## src/rtl/alu_ctrl_top.sv

```systemverilog
// alu_ctrl_top: button-driven ALU controller.
// Operands A, B and the opcode are captured from i_sw on rising edges of
// their load buttons. Once all three are loaded, a small FSM
// (IDLE -> EXEC -> DONE) computes and registers the result and flags.
// Optional feature macro: ALU_CTRL_FLAGS_EN (enables the zero/neg/ovf flags).
module alu_ctrl_top #(
  parameter int unsigned NB_DATA = 8,
  parameter int unsigned NB_OP   = 6
) (
  input  logic               i_clk,
  input  logic               i_reset,
  input  logic [NB_DATA-1:0] i_sw,
  input  logic               i_btn_a,
  input  logic               i_btn_b,
  input  logic               i_btn_op,
  output logic [NB_DATA-1:0] o_result,
  output logic               o_carry,
  output logic               o_zero,
  output logic               o_neg,
  output logic               o_ovf,
  output logic               o_valid,
  output logic [1:0]         o_state
);

  typedef enum logic [1:0] {
    IDLE = 2'b00,
    EXEC = 2'b01,
    DONE = 2'b10
  } state_t;

  localparam int unsigned MSB    = NB_DATA - 1;
  localparam int unsigned NB_CMP = (NB_OP > 6) ? NB_OP : 6;

  localparam logic [NB_CMP-1:0] C_ADD = NB_CMP'(6'b100000);
  localparam logic [NB_CMP-1:0] C_SUB = NB_CMP'(6'b100010);
  localparam logic [NB_CMP-1:0] C_AND = NB_CMP'(6'b100100);
  localparam logic [NB_CMP-1:0] C_OR  = NB_CMP'(6'b100101);
  localparam logic [NB_CMP-1:0] C_XOR = NB_CMP'(6'b100110);
  localparam logic [NB_CMP-1:0] C_NOR = NB_CMP'(6'b100111);
  localparam logic [NB_CMP-1:0] C_SRL = NB_CMP'(6'b000010);
  localparam logic [NB_CMP-1:0] C_SRA = NB_CMP'(6'b000011);

  state_t               state_q, state_n;
  logic [NB_DATA-1:0]   a_q, b_q;
  logic [NB_OP-1:0]     op_q;
  logic [2:0]           mask_q;
  logic [2:0]           btn_q;
  logic                 armed_q;

  logic [2:0]           btn_c, rise_c, win_c;
  logic [NB_CMP-1:0]    op_ext_c;
  logic [NB_DATA:0]     sum_c, diff_c;
  logic [NB_DATA-1:0]   res_c;
  logic                 carry_c, zero_c, neg_c, ovf_c;

  // Rising-edge detect; armed_q masks the first cycle so buttons held through reset are ignored
  always_comb begin
    btn_c  = {i_btn_op, i_btn_b, i_btn_a};
    rise_c = btn_c & ~btn_q & {3{armed_q}};
    win_c  = 3'b000;
    if (rise_c[0])      win_c = 3'b001;
    else if (rise_c[1]) win_c = 3'b010;
    else if (rise_c[2]) win_c = 3'b100;
  end

  // Edge registers, operand/opcode capture and loaded mask
  always_ff @(posedge i_clk or negedge i_reset) begin
    if (!i_reset) begin
      armed_q <= 1'b0;
      btn_q   <= 3'b000;
      a_q     <= '0;
      b_q     <= '0;
      op_q    <= '0;
      mask_q  <= 3'b000;
    end else begin
      armed_q <= 1'b1;
      btn_q   <= btn_c;
      if (win_c[0]) a_q  <= i_sw;
      if (win_c[1]) b_q  <= i_sw;
      if (win_c[2]) op_q <= i_sw[NB_OP-1:0];
      mask_q <= mask_q | win_c;
    end
  end

  // FSM state register
  always_ff @(posedge i_clk or negedge i_reset) begin
    if (!i_reset) state_q <= IDLE;
    else          state_q <= state_n;
  end

  // FSM next-state logic
  always_comb begin
    state_n = state_q;
    case (state_q)
      IDLE:    if (mask_q == 3'b111) state_n = EXEC;
      EXEC:    state_n = DONE;
      DONE:    if (|win_c) state_n = IDLE;
      default: state_n = IDLE;
    endcase
  end

  // ALU datapath: result and carry/borrow
  always_comb begin
    op_ext_c = NB_CMP'(op_q);
    sum_c    = {1'b0, a_q} + {1'b0, b_q};
    diff_c   = {1'b0, a_q} - {1'b0, b_q};
    res_c    = '0;
    carry_c  = 1'b0;
    case (op_ext_c)
      C_ADD: begin res_c = sum_c[MSB:0];  carry_c = sum_c[NB_DATA];  end
      C_SUB: begin res_c = diff_c[MSB:0]; carry_c = diff_c[NB_DATA]; end
      C_AND: res_c = a_q & b_q;
      C_OR:  res_c = a_q | b_q;
      C_XOR: res_c = a_q ^ b_q;
      C_NOR: res_c = ~(a_q | b_q);
      C_SRL: begin
        if (b_q >= NB_DATA'(NB_DATA)) res_c = '0;
        else                          res_c = a_q >> b_q;
      end
      C_SRA: begin
        if (b_q >= NB_DATA'(NB_DATA)) res_c = {NB_DATA{a_q[MSB]}};
        else                          res_c = NB_DATA'($signed(a_q) >>> b_q);
      end
      default: res_c = '0;
    endcase
  end

  // Optional status flags; tied low when the feature is disabled
  always_comb begin
    zero_c = 1'b0;
    neg_c  = 1'b0;
    ovf_c  = 1'b0;
`ifdef ALU_CTRL_FLAGS_EN
    zero_c = (res_c == '0);
    neg_c  = res_c[MSB];
    if (op_ext_c == C_ADD)
      ovf_c = (a_q[MSB] == b_q[MSB]) && (sum_c[MSB] != a_q[MSB]);
    else if (op_ext_c == C_SUB)
      ovf_c = (a_q[MSB] != b_q[MSB]) && (diff_c[MSB] != a_q[MSB]);
`endif
  end

  // Output registers: result/flags captured on EXEC->DONE, valid for all of DONE
  always_ff @(posedge i_clk or negedge i_reset) begin
    if (!i_reset) begin
      o_result <= '0;
      o_carry  <= 1'b0;
      o_zero   <= 1'b0;
      o_neg    <= 1'b0;
      o_ovf    <= 1'b0;
      o_valid  <= 1'b0;
    end else begin
      o_valid <= (state_n == DONE);
      if (state_q == EXEC) begin
        o_result <= res_c;
        o_carry  <= carry_c;
        o_zero   <= zero_c;
        o_neg    <= neg_c;
        o_ovf    <= ovf_c;
      end
    end
  end

  assign o_state = state_q;

endmodule
```

## config.mk

```make
export PLATFORM = sky130hd
export DESIGN_NAME = alu_ctrl_top
export DESIGN_NICKNAME = d
export VERILOG_FILES = /design/src/rtl/alu_ctrl_top.sv
export SDC_FILE = /design/constraint.sdc
export NUM_CORES = 1
export LEC_CHECK = 0
export ABC_AREA = 1
export BUFFER_PORTS_ARGS = -buffer_cell sky130_fd_sc_hd__buf_2
export CORE_UTILIZATION = 47
export CTS_BUF_LIST = sky130_fd_sc_hd__clkbuf_16
export DETAILED_ROUTE_END_ITERATION = 8
export PLACE_DENSITY = 0.65
export SLEW_MARGIN = 20
export SYNTH_ARGS = -nofsm -noshare
export SYNTH_HDL_FRONTEND = slang
export SYNTH_SLANG_ARGS = --single-unit
```

## constraint.sdc

```tcl
create_clock -name i_clk -period 6.09 [get_ports i_clk]
set_input_delay 1.218 -clock i_clk [delete_from_list [all_inputs] [get_ports i_clk]]
set_output_delay 1.218 -clock i_clk [all_outputs]
set_load 0.01 [all_outputs]
```

After elaboration in Yosys (flattened, before gate mapping)
Cells that the tools add are included.
{"block": "totals", "reg_bits": 41, "latch_bits": 0, "mem_bits_rw": 0, "romBits": 0, "input_bits": 13, "out_inout_bits": 15, "word_cells": 47, "mem_count": 0}
{"block": "op_classes", "add_sub_neg": 2, "mul": 0, "n_div": 0, "magnitude_cmp": 1, "eq_ne": 12, "n_shift": 2, "muxes": 10, "n_bitwise": 8, "reduce_logical": 2}
{"cell": "case mux 8 bit (8 select lines)", "count": 1}
{"cell": "== test 6 bit, second input constant", "count": 6}
{"cell": "2-to-1 mux 8 bit", "count": 2}
{"cell": "== test 6 x 2 -> 1 bit, second input constant", "count": 2}
{"cell": "adder 8 x 8 -> 9 bit", "count": 1}
{"cell": "2-to-1 mux 3 bit", "count": 3}
{"cell": "subtractor 8 x 8 -> 9 bit", "count": 1}
{"cell": "AND 8 bit", "count": 1}
{"cell": "greater-or-equal comparator 8 x 4 -> 1 bit, second input constant", "count": 1}
{"cell": "NOT 8 bit", "count": 1}
{"cell": "OR 8 bit", "count": 1}
{"cell": ">> shifter 8 x 8 -> 8 bit", "count": 1}
{"cell": ">>> shifter 8 x 8 -> 8 bit", "count": 1}
{"cell": "XOR 8 bit", "count": 1}
{"cell": "AND 3 bit", "count": 2}
{"cell": "case mux 2 bit (3 select lines)", "count": 1}
{"cell": "== test 2 bit, second input constant", "count": 2}
{"cell": "2-to-1 mux 2 bit", "count": 2}
{"cell": "== test 3 bit, second input constant", "count": 1}
{"cell": "NOT 3 bit", "count": 1}
{"cell": "OR 3 bit", "count": 1}
{"cell": "OR reduction 3 bit", "count": 1}
{"cell": "== test 2 x 1 -> 1 bit, second input constant", "count": 1}
{"cell": "logical NOT 2 bit", "count": 1}
{"cell": "case mux 1 bit (2 select lines)", "count": 1}

Depth between registers and ports, before layout
{"block": "logic_depth", "word_depth": 10, "mapped_depth": 16, "ltp_nobuf": 14}

Worst setup path before layout
No wires, ideal clock.
{"block": "synth_timing", "kind": "input to register", "startpoint": "input i_btn_a", "endpoint": "register b_q[0]", "setup_ns": 0.126, "t_arrival_ns": 1.986, "required_ns": 5.964, "path_slack_ns": 3.978, "path_stages": 6, "path_buffers": 1, "cell_sequence": "inv_1 -> nor3_4 -> inv_1 -> nand2_1 -> buf_2 -> o21ai_0"}
{"block": "synth_via", "elab_chain_cells": 3}
{"element": "from (decl)", "line": "13", "source": "input logic i_btn_a,"}
{"element": "AND 3 bit (2 in series)", "line": "59", "source": "rise_c = btn_c & ~btn_q & {3{armed_q}};"}
{"element": "2-to-1 mux 3 bit", "line": "61", "source": "if (rise_c[0]) win_c = 3'b001;"}
{"element": "to (signal assigned)", "line": "79", "source": "if (win_c[1]) b_q <= i_sw;"}
{"element": "to (decl)", "line": "44", "source": "logic [NB_DATA-1:0] a_q, b_q;"}
Every way passes these cells.
A chain may end at the register's enable or synchronous reset.

Worst setup path after layout
{"block": "layout_timing", "startpoint": "register b_q[1]", "endpoint": "register o_result[2]"}
{"block": "layout_via", "elab_chain_cells": 3, "word_cells_on_any_way": 8, "classes_between": "2 x add/sub; 1 x order compare; 2 x shift; 3 x mux"}
{"element": "greater-or-equal comparator 8 x 4 -> 1 bit, or another cell as far along", "line": "117, 121"}
{"element": "2-to-1 mux 8 bit (on tied branches)", "line": "121, 117"}
{"element": "case mux 8 bit (8 select lines) (*)", "line": "109", "source": "case (op_ext_c)"}
{"element": "to (signal assigned)", "line": "155", "source": "o_result <= res_c;"}
{"element": "to (decl)", "line": "16", "source": "output logic [NB_DATA-1:0] o_result,"}
Every way passes the cells marked *; elsewhere a longest branch is shown, timed or not.

==> results.yml <==
floorplanning:
  die_width_um: 86.1
  std_cell_rows: 30
  starting_density_of_the_core: 0.487
  coreArea_um2: 6830
  die-area_um2: 7410
  die_y_um: 86.1
  top_level_ports: 28
routing:
  drt_pre_antenna_iters: 5
  avgViaCountPerCell: 5.37
  antenna_left: 0
  drt-initial-drc-count: 293
  vias: 3274
  count_of_unresolved_drc_violations_after_routing: 0
  wire_per_inst_um: 15.1
  totalWireLength_um: 9180
synth:
  netlist_area_pre_place_um2: 3320
  synthDistinctLibCells: 35
  synthesis.yosys.warnings: 0
  synthTopCellsByArea: "dfrtp_1, nand2_1, ha_1"
  synth_top_area_cell: "dfrtp_1"
  synth-seq-cells: 41
  yosysTopAreaCellShare: 0.309
  post_synth_inst_count: 492
  synth.avg_cell_area_um2: 6.76
  yosysSeqAreaShare: 0.309
critical_path:
  cpLargestDelayFamily: "simple AND/OR/NAND/NOR gates"
  timing.critical_path.depth: 10
  critical-path-slowest-cell: "dfrtp_1"
  worst_path_largest_cell_delay_ns: 0.62
  critical_path.startpoint_type: "flop"
  crit-reg2reg-capture: "o_result[2]"
  timing.critical_path.arrival_ns: 2.71
  cp_data_required_time_ns: 6.27
  path_class: "reg2reg"
  worstPathCellList: "clkinv_1 -> fa_1 -> xor2_1 -> nor2_1 -> nor2_1 -> nand3b_1 -> nor2_1 -> nand2_1 -> nand2_1 -> nand2_1"
  r2r_setup_slack_ns: 3.56
  startpoint: "b_q[1]"
  critical_path_peak_fanout: 13
  timing.reg2reg.worst_path_depth: 10
  endpoint: "o_result[2]"
  cp_num_buf_inv: 1
  reg2reg_from: "b_q[1]"
  critPathCaptureType: "flop"
power_and_ir_drop:
  clock_power_share: 0.261
  power_report.internal_total_uw: 675
  power_density_nw_per_um2: 315
  p_leak_nw: 1.90
  comb_power_share: 0.395
  peakVddDrop_uv: 179
  switching_power_summed_over_all_nets_uw: 482
  power.share.sequential: 0.344
  netSwitchingFraction: 0.417
timing:
  fin_crit_sh: 0.416
  hold_viol_final: 0
  worst_slew_pin_slew_ns: 0.875
  timing.slew.headroom: 0.416
  finalSetupViolCount: 0
  fmax_mhz: 395
  worst_clock_skew_on_the_final_layout_ns: 0.00586
  fin_setup_tns_ns: 0
  period_minus_slack_ns: 2.53
  rsz_0062_raised_after_global_routing: "false"
  slew_viol_final: 0
clocking:
  cts.htree.levels: 2
  clock_latency_on_the_worst_skew_pair_ns: 0.28
  cts_made_buffers: 5
  number_of_hold_buffers_added_after_cts: 0
  cts_buffer_depth: 2
  tritoncts: "built"
  clkTransAtPathRegs_ns: 0.06
  clkSinkCount: 41
  cts-root-buf: "clkbuf_16"
  cts_setup_buffers: 0
  postCtsResizedCells: 0
global_routing:
  grt_max_degree: 42
  grt_antenna_before_repair: 0
  grt_first_pass_wirelength_um: 15300
  gr-total-overflow: 0
  grt_pass1_vias: 2973
  gr-usage-all-layers: 0.271
layout:
  layout-drive-gt1-share: 0.107
  syn_to_final_growth_pct: 10.4
  finalInstanceArea_um2: 3670
  final_cell_count_no_fill: 610
  antenna-diode-count: 0
  finalNetCount: 554
placed_design:
  hpwl_um: 7350
  globalplace.congestion: 1.05
  post_dp_cell_area_um2: 3500
  placed_cells_incl_taps: 602
  numPortBuffers: 24
status:
  status: "finished, final reports clean"
run:
  max-cap-violations: 0
hold_path:
  hold_class: "reg2reg"
sequential cells by signal, summed over array words and instances, names as in the netlist:
| signal | flops |
|---|---|
| btn_q | 3 |
| op_ext_c | 6 |
| o_valid | 1 |
| o_carry | 1 |
| mask_q | 3 |
| a_q | 8 |
| b_q | 8 |
| armed_q | 1 |
| o_result | 8 |
| o_state | 2 |
logic make-up after synthesis:
kind of cell	share of synthesized area
and+or+nand+nor	0.371
AOI/OAI and AO/OA	0.116
buffers and inverters	0.0869
DFF	0.309
adders and majority gates	0.110
xor gates and xnor gates	0.00527
other	0.00226
per-stage QoR:
| stage | power [mW] | worst slack [ns] | hold WS (ns) | utilization |
|---|---|---|---|---|
| final | 1.16 | 3.56 | 0.469 | 0.537 |
| after global placement | 0.847 | 3.49 | 0.446 | 0.512 |
| after CTS | 1.16 | 3.59 | 0.469 | 0.537 |
| after floorplan | 0.713 | 3.98 | 0.434 | - |
| after global routing | 1.24 | 3.28 | 0.491 | 0.537 |
| after detailed placement | 0.851 | 3.46 | 0.453 | 0.512 |
power by group through the flow:
stage | Combinational (mW) | Clock (mW) | Sequential, mW
after floorplan | 0.316 | 0 | 0.397
after global placement | 0.445 | 0 | 0.402
after detailed placement | 0.449 | 0 | 0.402
after CTS | 0.452 | 0.308 | 0.398
after global routing | 0.518 | 0.318 | 0.407
final | 0.457 | 0.302 | 0.398
worst min path at each step:
stage | depth (start not counted) | endpoint | slack [ns] | startpoint
6_report | 1 | mask_q[0] | 0.47 | mask_q[0]
5_1_grt | 1 | mask_q[0] | 0.49 | mask_q[0]
4_1_cts | 1 | o_state[0] | 0.47 | o_state[0]
3_5_place_dp | 1 | o_state[0] | 0.45 | o_state[0]
3_3_place_gp | 2 | mask_q[2] | 0.45 | mask_q[2]
2_1_floorplan | 2 | mask_q[2] | 0.43 | mask_q[2]
cell usage after synthesis:
cell type,number
a21oi_1,15
and2_1,1
buf_2,6
buf_4,3
buf_6,1
clkbuf_1,2
clkinv_1,3
conb_1,2
dfrtp_1,41
fa_1,2
ha_1,26
inv_1,51
inv_2,4
nand2_1,162
nand2_2,2
nand2_4,1
nand3_1,42
nand3b_1,2
nand4_1,12
nor2_1,33
nor2_2,6
nor2_4,3
nor2_8,1
nor3_1,5
nor3_4,1
o211ai_1,3
o211ai_2,1
o21a_1,2
o21ai_0,39
o21ai_1,8
o22ai_1,3
o31ai_1,1
or2_0,1
or2_2,5
xor2_1,2
cell type report:
cell class | count | area, um^2
Timing Repair Buffer | 24 | 120
Tap cell | 96 | 120
Clock buffer | 5 | 125
Inverter | 58 | 218
Sequential cell | 41 | 1030
Fill cell | 703 | 3160
Clock inverter | 3 | 42.5
Multi-Input combinational cell | 383 | 2020
layout by cell type, fill, tap and decap left out, drive strengths merged:
master	instances
a21oi	15
and2	1
buf	24
bufinv	1
clkbuf	5
clkinv	4
conb	4
dfrtp	41
fa	2
ha	26
inv	56
nand2	165
nand3	42
nand3b	2
nand4	12
nor2	43
nor3	6
o211ai	4
o21a	2
o21ai	47
o22ai	3
o31ai	1
or2	6
xor2	2
layer usage:
| layer | vias up | wire length (um) | share of wire | global-route usage |
|---|---|---|---|---|
| li1 | 1616 | - | - | - |
| met1 | 1462 | 4110 | 0.45 | 0.387 |
| met2 | 163 | 4070 | 0.44 | 0.405 |
| met3 | 33 | 668 | 0.073 | 0.0452 |
| met4 | 0 | 333 | 0.036 | 0.114 |
| met5 | - | 0 | 0 | 0 |
worst reg2reg max path, stage by stage, from the launching register on:
cell and delay, ns:
dfrtp_1 0.62, clkinv_1 0.43, fa_1 0.57, xor2_1 0.17, nor2_1 0.06, nor2_1 0.10
nand3b_1 0.14, nor2_1 0.15, nand2_1 0.06, nand2_1 0.06, nand2_1 0.05
Note: power is estimated with default switching activity, not from simulation.
